--- config.mk ---
export PLATFORM = sky130hd
export DESIGN_NAME = stopwatch_ctrl
export DESIGN_NICKNAME = d
export VERILOG_FILES = /design/src/rtl/stopwatch_ctrl.sv
export SDC_FILE = /design/constraint.sdc
export NUM_CORES = 1
export LEC_CHECK = 0
export CAP_MARGIN = 10
export CORE_ASPECT_RATIO = 2
export CORE_MARGIN = 2
export CORE_UTILIZATION = 25
export CTS_CLUSTER_SIZE = 8
export DETAILED_ROUTE_END_ITERATION = 7
export HOLD_SLACK_MARGIN = 0.12
export SLEW_MARGIN = 20
export SYNTH_ARGS = -nofsm -noshare
export SYNTH_HDL_FRONTEND = slang
export SYNTH_SLANG_ARGS = --single-unit
--- constraint.sdc ---
create_clock -name clk -period 5.5 [get_ports clk]
set_clock_uncertainty 0.15 [all_clocks]
set_input_delay 1.1 -clock clk [delete_from_list [all_inputs] [get_ports clk]]
set_output_delay 1.1 -clock clk [all_outputs]
set_load 0.02 [all_outputs]
--- src/rtl/stopwatch_ctrl.sv ---
// Stopwatch control block: conditions three raw keys (synchronise, debounce,
// press detect), runs the IDLE/RUN/PAUSE/LAP mode machine and the
// tenth-second prescaler. Every output comes straight from a flop.
module stopwatch_ctrl #(
  parameter int unsigned CLK_PER_TICK = 5000000,
  parameter int unsigned DEBOUNCE_CYC = 500000
) (
  input  logic       clk,
  input  logic       rst_n,
  input  logic       key_start_n,
  input  logic       key_lap_n,
  input  logic       key_clear_n,
  output logic       tick_en,
  output logic       cnt_clr,
  output logic       lap_load,
  output logic       lap_clr,
  output logic       lap_frozen,
  output logic       running,
  output logic [1:0] state
);

  typedef enum logic [1:0] {
    IDLE  = 2'b00,
    RUN   = 2'b01,
    PAUSE = 2'b10,
    LAP   = 2'b11
  } state_e;

  localparam int K_START = 0;
  localparam int K_LAP   = 1;
  localparam int K_CLEAR = 2;

  localparam int DB_W = 20;
  localparam int PS_W = 26;
  localparam logic [DB_W-1:0] DB_LAST = DB_W'(DEBOUNCE_CYC - 1);
  localparam logic [PS_W-1:0] PS_LAST = PS_W'(CLK_PER_TICK - 1);

  // ---------------------------------------------------------------------
  // Key conditioning
  // ---------------------------------------------------------------------
  logic [2:0]            key_raw;
  logic [2:0]            sync1_q, sync2_q;
  logic [2:0]            level_q, level_d;
  logic [2:0]            arm_q, arm_d;
  logic [2:0]            press_q, press_d;
  logic [2:0][DB_W-1:0]  db_cnt_q, db_cnt_d;
  logic [1:0]            fill_q;

  assign key_raw = {key_clear_n, key_lap_n, key_start_n};

  // Debounce each synced key; a key is armed only once it has been seen
  // released with real samples, so a key held through reset stays silent.
  always_comb begin
    // NOTE: every comb output gets a default first so no path leaves it
    // unassigned, which would otherwise infer a latch.
    level_d  = level_q;
    arm_d    = arm_q;
    press_d  = '0;
    db_cnt_d = '0;
    for (int k = 0; k < 3; k++) begin
      if (fill_q == 2'd2 && sync2_q[k] && level_q[k]) begin
        arm_d[k] = 1'b1;
      end
      if (sync2_q[k] != level_q[k]) begin
        if (db_cnt_q[k] == DB_LAST) begin
          level_d[k] = sync2_q[k];
          press_d[k] = arm_q[k] & ~sync2_q[k];
        end else begin
          db_cnt_d[k] = db_cnt_q[k] + 1'b1;
        end
      end
    end
  end

  // Synchroniser, debounce and press-pulse registers.
  always_ff @(posedge clk or negedge rst_n) begin
    // NOTE: state is updated with non-blocking assignments so every flop
    // samples the values from before the edge, independent of code order.
    if (!rst_n) begin
      sync1_q  <= '1;
      sync2_q  <= '1;
      level_q  <= '1;
      arm_q    <= '0;
      press_q  <= '0;
      db_cnt_q <= '0;
      fill_q   <= '0;
    end else begin
      sync1_q  <= key_raw;
      sync2_q  <= sync1_q;
      level_q  <= level_d;
      arm_q    <= arm_d;
      press_q  <= press_d;
      db_cnt_q <= db_cnt_d;
      if (fill_q != 2'd2) fill_q <= fill_q + 2'd1;
    end
  end

  // One event per cycle: start beats lap beats clear.
  logic ev_start, ev_lap, ev_clear;
  assign ev_start = press_q[K_START];
  assign ev_lap   = press_q[K_LAP] & ~press_q[K_START];
  assign ev_clear = press_q[K_CLEAR] & ~press_q[K_START] & ~press_q[K_LAP];

  // ---------------------------------------------------------------------
  // Mode machine and prescaler
  // ---------------------------------------------------------------------
  state_e          state_q, state_d;
  logic [PS_W-1:0] presc_q, presc_d;
  logic            tick_q, tick_d;
  logic            cnt_clr_q, cnt_clr_d;
  logic            lap_load_q, lap_load_d;
  logic            lap_clr_q, lap_clr_d;
  logic            lap_frozen_q, running_q;
  logic            counting;

  // Next mode, pulse requests and prescaler value for the coming cycle.
  always_comb begin
    state_d    = state_q;
    cnt_clr_d  = 1'b0;
    lap_load_d = 1'b0;
    lap_clr_d  = 1'b0;
    case (state_q)
      IDLE: begin
        if (ev_start) state_d = RUN;
        else if (ev_clear) begin
          cnt_clr_d = 1'b1;
          lap_clr_d = 1'b1;
        end
      end
      RUN: begin
        if (ev_start) state_d = PAUSE;
        else if (ev_lap) begin
          lap_load_d = 1'b1;
          state_d    = LAP;
        end
      end
      LAP: begin
        if (ev_start) state_d = PAUSE;
        else if (ev_lap) lap_load_d = 1'b1;
        else if (ev_clear) state_d = RUN;
      end
      PAUSE: begin
        if (ev_start) state_d = RUN;
        else if (ev_lap) lap_clr_d = 1'b1;
        else if (ev_clear) begin
          cnt_clr_d = 1'b1;
          lap_clr_d = 1'b1;
          state_d   = IDLE;
        end
      end
      default: state_d = IDLE;
    endcase

    // The prescaler advances only out of a counting cycle, so the held
    // value in PAUSE resumes exactly where it stopped.
    counting = (state_q == RUN) || (state_q == LAP);
    if (state_d == IDLE)        presc_d = '0;
    else if (counting)          presc_d = (presc_q == PS_LAST) ? '0 : presc_q + 1'b1;
    else                        presc_d = presc_q;
    tick_d = ((state_d == RUN) || (state_d == LAP)) && (presc_d == PS_LAST);
  end

  // Registered mode, prescaler and all outputs.
  always_ff @(posedge clk or negedge rst_n) begin
    if (!rst_n) begin
      state_q      <= IDLE;
      presc_q      <= '0;
      tick_q       <= 1'b0;
      cnt_clr_q    <= 1'b0;
      lap_load_q   <= 1'b0;
      lap_clr_q    <= 1'b0;
      lap_frozen_q <= 1'b0;
      running_q    <= 1'b0;
    end else begin
      state_q      <= state_d;
      presc_q      <= presc_d;
      tick_q       <= tick_d;
      cnt_clr_q    <= cnt_clr_d;
      lap_load_q   <= lap_load_d;
      lap_clr_q    <= lap_clr_d;
      lap_frozen_q <= (state_d == LAP);
      running_q    <= (state_d == RUN) || (state_d == LAP);
    end
  end

  assign state      = state_q;
  assign tick_en    = tick_q;
  assign cnt_clr    = cnt_clr_q;
  assign lap_load   = lap_load_q;
  assign lap_clr    = lap_clr_q;
  assign lap_frozen = lap_frozen_q;
  assign running    = running_q;

endmodule

---- Yosys cells after proc, flatten, opt, wreduce, memory -nomap -nowiden ----
Cells that the tools add are included.
word-level totals
  bits in registers ....................... 111
  input port bits ......................... 5
  output and inout port bits .............. 8
  logic and storage cells ................. 103
operators by class
  $add $sub $neg .......................... 5
  eq/ne operators ......................... 15
  mux-type cells .......................... 36
  bitwise logic cells ..................... 11
  reductions and logical operators ........ 15
operator list
  operator               count
  $mux 20                6
  $mux 26                3
  $add 20x1->20 const B  3
  $eq 20x19->1 const B   3
  $eq 26x23->1 const B   2
  $add 26x1->26 const B  1
  $mux 2                 9
  $mux 1                 15
  $eq 2x2->1 const B     4
  $pmux 2 s4             1
  $logic_and 1x1->1      7
  $and 1x1->1            6
  $reduce_and 2->1       3
  $not 1->1              5
  $eq 2x1->1 const B     2
  $logic_not 2->1        2
  $pmux 1 s2             2
  $ne 1x1->1             3
  $add 2x1->2 const B    1
  $logic_or 1x1->1       2
  $ne 2x2->1 const B     1
  $reduce_or 2->1        1

---- Depth between registers and ports, before layout ----
Gate-level depths: netlist (run 1).
  depth after elaboration ................. 11
  gate-level depth with buffers ........... 8
  gate-level depth less buffers ........... 7

---- Least setup slack after synthesis (run 1) ----
OpenSTA, ideal clock, no wires.
  path type ............................... reg-to-reg
  start point ............................. reg state_q[0], in the netlist state[0]
  end point ............................... reg tick_q, in the netlist tick_en
  library setup time ...................... 96 ps
  arrival ................................. 1,976 ps
  setup slack ............................. 3,278 ps
  cell stages (with the launch flop) ...... 7
  buffers on the path ..................... 0
  period minus slack after synthesis ...... 2,222 ps
  cells stage by stage .................... dfrtp_1 -> nand3_1 -> nor4_4 -> and3_2 -> mux2i_1 -> nand3_1 -> nor4_2
between the ends
  longest elaborated chain between the ends .. 8
ends and longest elaborated chain
  element                    RTL line  text
  start, declared            107       state_e state_q, state_d;
  start signal, assigned     175       state_q <= state_d;
  $mux 2 (on tied branches)  145, 140
  $mux 2 (on tied branches)  144, 139
  $mux 2 (on tied branches)  143, 138
  $pmux 2 s4                 122       case (state_q)
  $logic_not 2->1            157       if (state_d == IDLE) presc_d = '0;
  $mux 26                    157
  $eq 26x23->1               160       tick_d = ((state_d == RUN) || (state_d == LAP)) && (presc_d == PS_LAST);
  $logic_and 1x1->1 (*)      160
  via tick_d                 109       logic tick_q, tick_d;
  end signal, assigned       177       tick_q <= tick_d;
  end, declared              109
The timed path passes the listed nets; every way through them passes the cells marked *.
A chain may end at the register's enable or synchronous reset.

---- Worst setup path after layout (run 1) ----
  start point ............................. reg state_q[0], in the netlist state[0]
  end point ............................... out state[0]
RTL lines
  element        RTL line  text
  end, declared  19        output logic [1:0] state
No word-level cell between the ends.

==> reports/summary.txt, run 1 <==
Clock Sinks: 111
Max incr delay on CP: 0.70 ns
Gr ovfl total: 0
Wirelength per Cell: 12.8 um
Worst hold path type: register to register
# H-tree levels: 3
Mapped Area: 5270 sq um
Antenna-violating nets left: 0
Critical Path RT: 4.25 ns
Maximum clock path buffer count: 2
Status: complete, no violations
First-pass GRT wire length: 17600 um
Post-synth cell types: 48
Core box area: 20800 sq um
Skew-Pair Late Insertion Delay: 0.35 ns
Largest net degree at the start of global routing: 66
Top_reg_cell synth: dfrtp_1
Total of max-cap violations: 0
Final HPWL DP: 7240 um
Via/cell ratio: 4.50
Pins over their slew limit: 0
Row Count: 75
CP Launch Type: register
Detailed Route Iter0 Violations: 135
Final min period: 2.97 ns
Final hold vios: 0
Yosys synthesis warning count: 0
Actual slew at the worst max-slew pin: 0.825 ns
Max transition margin: 45.0%
Mapped Avg Cell Area: 10.4 sq um
Max Clk Rate: 337 MHz
Initial antenna violation count: 0
Final std cells w/o fill: 793
Unrepaired setup endpoints after global routing: no
Filler cell count: 2176
Finish-stage setup viols: 0
Synth async-reset ratio: 100%
Post-route DRC: 0
Layout cells sized above 1: 8.97%
Yosys reg bits: 111
Diodes inserted: 0
Placer Congestion: 0.796
DR pass1 iterations: 4
Die height: 209 um
Tcrit/Tclk final: 54.0%
Area growth syn-to-layout: 13.2%
# nets final: 529
Synth Instances: 507
Placed cells: 777
Worst EP arrival: 1.72 ns
Worst-path clk slew: 0.07 ns
Synth area leader: dfrtp_1
Largest delay contributor family on the critical path: buffers and inverters
CP max-delay cell: clkdlybuf4s50_1
Post-synth EDFFs: 0
CP cell instances: clkdlybuf4s50_1
Seq/Total Area, Yosys: 52.9%
WP buf/inv: 1
Pwr Density: 259 nW/um^2
Synthesized net count: 517
TNS Setup: 0 ns
GRT Resource Usage Total: 9.74%
Synth cell count leaders: 109 x nor2_1, 102 x dfrtp_1, 47 x xor2_1
Hold buffer count at cts: 0
Die area: 22300 sq um
Vias in the first global route: 3713
LEAKAGE: 0.00243 uW
CTS tree: built
Post_cts resized: 0
Worst vdd ir: 0.000119 V
CTS buffer count: 9
Post CTS Setup Buffer Count: 0
Most frequent cell after synthesis: nor2_1
# IOs: 13
Port-buffer cells: 12
Main area contributors after synthesis: dfrtp_1 48%, xor2_1 7.8%, nor2_1 7.8%
Clk root buf: clkbuf_16
Vias: 3567
Top-area cell type share of the netlist area: 48.4%
CP max FO: 15
WS Path Type: register to primary output
CP endpoint kind: primary output
Initial Utilization: 25.3%
WL final: 10200 um
DIE WIDTH: 107 um
[sequential cells by signal, indices dropped and copies added, names as in the netlist, 2 cells and up]
signal / cells
sync2_q: 3
sync1_q: 3
arm_q: 3
press_q: 3
fill_q: 2
state: 2
db_cnt_q: 60
presc_q: 26
level_q: 3
[logic make-up after synthesis]
logic type / after synthesis / share of synthesized area (%)
and+or+nand+nor: 261 / 25.8
DFF: 111 / 52.9
xor gates and xnor gates: 89 / 14.8
buffers and inverters: 20 / 2.04
AOI/OAI and AO/OA: 16 / 2.23
muxes: 5 / 1.02
adders and majority gates: 5 / 1.19
[through the flow]
| step | total power [uW] | area [sq um] | hold slack (ns) | setup slack, ns | utilization [%] |
|---|---|---|---|---|---|
| floorplan | 865 | 5270 | 0.195 | 3.28 | - |
| global placement | 887 | 5650 | 0.195 | 2.90 | 27.1 |
| detailed placement | 887 | 5650 | 0.197 | 2.89 | 27.1 |
| CTS | 1570 | 5960 | 0.208 | 2.50 | 28.6 |
| global route | 1610 | 5960 | 0.210 | 2.45 | 28.6 |
| finish | 1540 | 5960 | 0.207 | 2.53 | 28.6 |
[metal layers]
layer  share of wire (%)  GRT usage [%]  wire (um)
met5                   0              0          0
met4                 3.1           5.06        313
met3                 1.4           1.15        141
met2                  54           17.8       5520
met1                  41           10.9       4190
[area by class of cell]
cell class | count | area (sq um) | area share (%)
Tap cell | 269 | 337 | 5.64
Timing Repair Buffer | 13 | 125 | 2.10
Multi-Input combinational cell | 376 | 2370 | 39.8
Clock buffer | 9 | 225 | 3.78
Inverter | 8 | 30.0 | 0.503
Sequential cell | 111 | 2790 | 46.8
Clock inverter | 7 | 86.3 | 1.45
[report_power, final]
part | leakage, uW | switching, uW | internal (uW) | total [uW]
combinational | 0.000769 | 27.6 | 9.39 | 37.0
clock | 0.000150 | 310 | 363 | 673
sequential | 0.00151 | 7.03 | 825 | 832
[path summary, 6_finish.rpt]
check | slack (ns) | end | cells after the start | start
worst max-delay path | 2.53 | state[0] | 1 | state[0]$_DFF_PN0_
worst min-delay path | 0.21 | sync2_q[1]$_DFF_PN1_ | 0 | sync1_q[1]$_DFF_PN1_
worst max register to register | 2.88 | tick_en$_DFF_PN0_ | 6 | state[0]$_DFF_PN0_
worst min register to register | 0.21 | sync2_q[1]$_DFF_PN1_ | 0 | sync1_q[1]$_DFF_PN1_
max in group asynchronous | 3.36 | presc_q[25]$_DFF_PN0_ | 2 | rst_n
min in group asynchronous | 0.67 | db_cnt_q[15]$_DFF_PN0_ | 1 | rst_n
[layout by cell type (no fill, tap or decap), drive strengths merged, types with 4 or more instances in the layout]
cell type	netlist	routed
clkbuf	2	9
nand4	27	27
nor2	109	109
nand2	32	32
clkdlybuf4s50	0	11
o21ai	4	4
dfrtp	102	102
or4	4	4
or2	4	4
nor4	12	12
dfstp	9	9
and3	10	10
nand3	24	24
a31o	6	6
xnor2	42	42
and4	5	5
inv	8	11
ha	5	5
xor2	47	47
nor3	16	16
No activity file was read; power rests on OpenSTA's default activity.
==> run 2, diff against run 1 <==
==> constraint.sdc (replaced) <==
create_clock -name clk -period 3.1 [get_ports clk]
set_clock_uncertainty 0.15 [all_clocks]
set_input_delay 0.62 -clock clk [delete_from_list [all_inputs] [get_ports clk]]
set_output_delay 0.62 -clock clk [all_outputs]
set_load 0.02 [all_outputs]
==> reports/summary.txt, run 2 (synthesis gave the netlist of run 1 again) <==
Vias in the first global route: 3760 (was 3713)
DR pass1 iterations: 4 (unchanged)
Die area: 22300 sq um (unchanged)
Final min period: 2.47 ns
Worst vdd ir: 0.000277 V (was 0.000119 V)
Critical Path RT: 3.20 ns (was 4.25 ns)
Final HPWL DP: 7340 um (was 7240 um)
Worst hold path type: input pin to asynchronous set/reset pin (was register to register)
Largest net degree at the start of global routing: 64 (was 66)
Most frequent cells in the layout: 109 x nor2_1, 102 x dfrtp_1, 47 x xor2_1 (unchanged)
Worst reg2reg path depth: 7 (was 6)
Skew-Pair Late Insertion Delay: 0.36 ns (was 0.35 ns)
# IOs: 13 (unchanged)
Port-buffer cells: 12 (unchanged)
TNS Setup: 0 ns (unchanged)
Row Count: 75 (unchanged)
CP max FO: 11 (was 15)
Final core utilization: 28.9% (was 28.6%)
Worst-path clk slew: 0.07 ns (about the same)
Max transition margin: 45.8% (was 45.0%)
Antenna-violating nets left: 0 (unchanged)
Clk root buf: clkbuf_16 (unchanged)
Commonest non-fill, non-tap cell in the layout: nor2_1 (unchanged)
Worst R2R Start: db_cnt_q[40]$_DFF_PN0_ (was state[0]$_DFF_PN0_)
Core box area: 20800 sq um (unchanged)
Reg2reg end: db_cnt_q[49]$_DFF_PN0_ (was tick_en$_DFF_PN0_)
WL final: 10500 um (was 10200 um)
CP endpoint kind: register (was primary output)
Maximum clock path buffer count: 2 (unchanged)
Worst EP arrival: 2.58 ns (was 1.72 ns)
Diodes inserted: 0 (unchanged)
DIE WIDTH: 107 um (unchanged)
# nets final: 537 (was 529)
CP Launch Type: register (unchanged)
Post-route DRC: 0 (unchanged)
LEAKAGE: 0.00246 uW (was 0.00243 uW)
Wirelength per Cell: 13.0 um (was 12.8 um)
Post_cts resized: 0 (unchanged)
First-pass GRT wire length: 18000 um (was 17600 um)
Actual slew at the worst max-slew pin: 0.813 ns (was 0.825 ns)
Clock Sinks: 111 (unchanged)
Filler cell count: 2211 (was 2176)
Initial antenna violation count: 0 (unchanged)
Die height: 209 um (unchanged)
Max reg flops: 60 (unchanged)
Total of max-cap violations: 0 (unchanged)
Via/cell ratio: 4.55 (was 4.50)
Regs by FF count: db_cnt_q x60, presc_q x26 (unchanged)
Pwr Density: 448 nW/um^2 (was 259 nW/um^2)
Largest Register: db_cnt_q (unchanged)
# H-tree levels: 3 (unchanged)
GRT Resource Usage Total: 10.3% (was 9.74%)
Max Clk Rate: 404 MHz
Post CTS Setup Buffer Count: 0 (unchanged)
Hold buffer count at cts: 0 (unchanged)
Vias: 3648 (was 3567)
Detailed Route Iter0 Violations: 143 (was 135)
WS Path Type: register to register (was register to primary output)
Area growth syn-to-layout: 14.2% (was 13.2%)
Tcrit/Tclk final: 79.8%
Unrepaired setup endpoints after global routing: no (unchanged)
Layout cells sized above 1: 10.3% (was 8.97%)
CTS buffer count: 9 (unchanged)
Status: complete, no violations (unchanged)
R2r setup slk: 0.63 ns (was 2.88 ns)
Minimum setup slack after placement: 0.605 ns (was 2.89 ns)
Pins over their slew limit: 0 (unchanged)
CTS tree: built (unchanged)
Placer Congestion: 0.803 (was 0.796)
Gr ovfl total: 0 (unchanged)
Final Worst Setup Slack: 0.625 ns (was 2.53 ns)
Finish-stage setup viols: 0 (unchanged)
Initial Utilization: 25.3% (unchanged)
Final hold vios: 0 (unchanged)
-- run 2: changes by cell type in the layout (fill, tap and decap cells not counted) --
cell / change
buf_12: +1
buf_4: +7
bufinv_16: -1
clkbuf_8: +2
clkinvlp_4: +1
inv_8: -2
-- run 2: report_power, final --
part	internal (uW)	switching, uW	total [uW]
Clock	595	556	1150
Combinational	21.7	50.4	72.1
Sequential	1460	12.6	1480
Total	2080	619	2700
-- run 2: worst max-delay path: stages (launching register included) --
cell	delay, ns
dfrtp_1	0.38
ha_1	0.21
nand4_1	0.26
or4_1	0.47
nor3_1	0.26
or2_1	0.33
buf_4	0.24
nor2_1	0.07
-- run 2: per-stage QoR --
stage / cells / total power, uW / hold WS, ns / instance area [sq um]
floorplan: 507 / 1530 / 0.174 / 5270
global placement: 785 / 1580 / 0.197 / 5730
detailed placement: 785 / 1580 / 0.198 / 5730
CTS: 801 / 2740 / 0.208 / 6020
global route: 801 / 2820 / 0.216 / 6020
finish: 801 / 2700 / 0.182 / 6020
-- run 2: final cells by class --
class	instances	area, sq um	share of cell area (%)
Timing Repair Buffer	21	198	3.28
Tap cell	269	337	5.59
Clock inverter	5	41.3	0.686
Multi-Input combinational cell	376	2370	39.4
Clock buffer	11	253	4.20
Sequential cell	111	2790	46.3
Inverter	8	30.0	0.499
-- run 2: worst max path at each step --
stage                     cells past startpoint              startpoint                      to  slack, ns
after floorplan                               6      state[0]$_DFF_PN0_       tick_en$_DFF_PN0_       0.88
after global placement                        7    presc_q[0]$_DFF_PN0_       tick_en$_DFF_PN0_       0.68
after detailed placement                      7  db_cnt_q[40]$_DFF_PN0_  db_cnt_q[49]$_DFF_PN0_       0.60
after CTS                                     7  db_cnt_q[40]$_DFF_PN0_  db_cnt_q[49]$_DFF_PN0_       0.58
after global routing                          6   presc_q[16]$_DFF_PN0_       tick_en$_DFF_PN0_       0.42
final                                         7  db_cnt_q[40]$_DFF_PN0_  db_cnt_q[49]$_DFF_PN0_       0.63
-- run 2: metal layers --
| layer | vias up | GRT usage, % | wire length, um |
|---|---|---|---|
| met5 | - | 0 | 0 |
| met4 | 0 | 5.33 | 265 |
| met3 | 16 | 2.89 | 322 |
| met2 | 40 | 18.5 | 5840 |
| met1 | 1821 | 10.7 | 4020 |
| li1 | 1771 | - | - |
==> run 3, diff against run 2 <==
==> constraint.sdc (replaced) <==
create_clock -name clk -period 2.2 [get_ports clk]
set_clock_uncertainty 0.15 [all_clocks]
set_input_delay 0.44 -clock clk [delete_from_list [all_inputs] [get_ports clk]]
set_output_delay 0.44 -clock clk [all_outputs]
set_load 0.02 [all_outputs]
==> reports/summary.txt, run 3 (synthesis gave the netlist of run 1 again) <==
CP max FO: 8 (was 11)
Register area: 2800 sq um (was 2790 sq um)
Skew-Pair Late Insertion Delay: 0.36 ns (about the same)
Largest net degree at the start of global routing: 45 (was 64)
Layout cells sized above 1: 19.0% (was 10.3%)
Post-route DRC: 0 (unchanged)
Actual slew at the worst max-slew pin: 0.407 ns (was 0.813 ns)
Worst vdd ir: 0.000314 V (was 0.000277 V)
# H-tree levels: 3 (unchanged)
Gr ovfl total: 0 (unchanged)
Diodes inserted: 0 (unchanged)
Initial antenna violation count: 0 (unchanged)
Wirelength per Cell: 12.7 um (was 13.0 um)
Initial Utilization: 25.3% (unchanged)
Hold Startpoint: sync1_q[1]$_DFF_PN1_
Crit path from: presc_q[12]$_DFF_PN0_ (was db_cnt_q[40]$_DFF_PN0_)
CP Launch Type: register (unchanged)
Max transition margin: 72.6% (was 45.8%)
WS Path Type: register to register (unchanged)
# nets final: 580 (was 537)
Area of the multi-input gates: 2440 sq um (was 2370 sq um)
Pins over their slew limit: 0 (unchanged)
Met3 Resource Use GR: 1.80% (was 2.89%)
GRT Resource Usage Total: 10.3% (about the same)
Clock Sinks: 111 (unchanged)
Die area: 22300 sq um (unchanged)
Final min period: 2.14 ns (was 2.47 ns)
Worst EP arrival: 2.23 ns (was 2.58 ns)
Finish-stage setup viols: 0 (unchanged)
Pwr Density: 582 nW/um^2 (was 448 nW/um^2)
Worst R2R Start: presc_q[12]$_DFF_PN0_ (was db_cnt_q[40]$_DFF_PN0_)
Filler cell count: 2145 (was 2211)
Vias: 3807 (was 3648)
Row Count: 75 (unchanged)
Tcrit/Tclk final: 97.2% (was 79.8%)
Met1 Track Usage GR: 10.9% (was 10.7%)
Total Power: 3770 uW (was 2700 uW)
Final HPWL DP: 7810 um (was 7340 um)
DIE WIDTH: 107 um (unchanged)
# IOs: 13 (unchanged)
Maximum clock path buffer count: 2 (unchanged)
Most frequent cells in the layout: 106 x nor2_1, 97 x dfrtp_1, 46 x xor2_1, 46 x buf_4, 42 x xnor2_1 (was 109 x nor2_1, 102 x dfrtp_1, 47 x xor2_1)
Worst hold path type: register to register (was input pin to asynchronous set/reset pin)
Regs by FF count: db_cnt_q x60, presc_q x26 (unchanged)
Total of max-cap violations: 0 (unchanged)
Commonest non-fill, non-tap cell in the layout: nor2_1 (unchanged)
Status: complete, no violations (unchanged)
GRT Max-Usage Layer: met2 (unchanged)
Die height: 209 um (unchanged)
Max Clk Rate: 468 MHz (was 404 MHz)
Detailed Route Iter0 Violations: 122 (was 143)
CTS tree: built (unchanged)
Final hold vios: 0 (unchanged)
Largest Register: db_cnt_q (unchanged)
Placed inst area: 6050 sq um (was 5730 sq um)
Core box area: 20800 sq um (unchanged)
Max reg flops: 60 (unchanged)
DR pass1 iterations: 4 (unchanged)
GR Layer Usage met2: 19.1% (was 18.5%)
Placer Congestion: 0.841 (was 0.803)
Port-buffer cells: 12 (unchanged)
Clk root buf: clkbuf_16 (unchanged)
Hold Worst Slack: 0.209 ns (was 0.182 ns)
Vias in the first global route: 3962 (was 3760)
CTS buffer count: 9 (unchanged)
Final instance area: 6480 sq um (was 6020 sq um)
Area growth syn-to-layout: 23.0% (was 14.2%)
CP endpoint kind: register (unchanged)
Via/cell ratio: 4.51 (was 4.55)
Antenna-violating nets left: 0 (unchanged)
Critical Path RT: 2.30 ns (was 3.20 ns)
WL final: 10700 um (was 10500 um)
LEAKAGE: 0.00273 uW (was 0.00246 uW)
Worst-path clk slew: 0.08 ns (was 0.07 ns)
First-pass GRT wire length: 18500 um (was 18000 um)
run 3: cell count changes in the layout (fill, tap and decap cells not counted), sizes merged:
cell and delta:
dlygate4sd2 +1, inv +2, clkbuf +1, dlygate4sd3 +1
clkdlybuf4s50 -1, buf +41, clkinvlp -2
run 3: final cells by class:
class	instances	share of cell area (%)
Clock buffer	11	3.59
Clock inverter	5	0.792
Tap cell	269	5.20
Timing Repair Buffer	64	9.10
Multi-Input combinational cell	376	37.7
Inverter	8	0.463
Sequential cell	111	43.1
run 3: final timing paths:
path	end	slack (ns)	cells past startpoint
worst max-delay path	presc_q[19]$_DFF_PN0_	0.06	5
worst min-delay path	sync2_q[1]$_DFF_PN1_	0.21	0
worst max register to register	presc_q[19]$_DFF_PN0_	0.06	5
worst min register to register	sync2_q[1]$_DFF_PN1_	0.21	0
max in group asynchronous	sync1_q[0]$_DFF_PN1_	0.88	3
min in group asynchronous	db_cnt_q[43]$_DFF_PN0_	0.39	2
run 3: through the flow:
stage	worst slack [ns]	setup TNS, ns	utilization (%)	cells
global route	-0.0285	-0.240	31.1	844
detailed placement	0.0272	0	29.1	822
CTS	0.0141	0	30.5	839
finish	0.0613	0	31.1	844
global placement	0.0692	0	29.1	822
floorplan	0.0427	0	-	507
run 3: metal layers:
metal  wire length (um)  vias to the layer above  part of all wire, %
met5                  0                        -                    0
met4                404                        0                  3.8
met3                176                       23                  1.6
met2               6200                       43                   58
met1               3940                     1888                   37
li1                   -                     1853                    -
run 3: where the power goes:
part | switching, uW | leakage (uW) | internal (uW)
clock | 777 | 0.000138 | 795
sequential | 17.3 | 0.00150 | 2060
combinational | 74.2 | 0.00110 | 44.8
run 3: critical path, cell delays in order, from the launching register on:
cell,delay [ns]
dfrtp_1,0.44
or4_1,0.55
nor4b_2,0.29
a31o_2,0.34
clkbuf_16,0.21
nor2_1,0.05
run 3: timing repair:
action | CTS | global route
hold endpoints to repair | 23 | 0
gates cloned | 0 | 1
setup buffers | 0 | 4
hold buffers | 1 | 0
setup endpoints to repair | 1 | 27
resized for setup | 1 | 18
pin swaps | 0 | 5
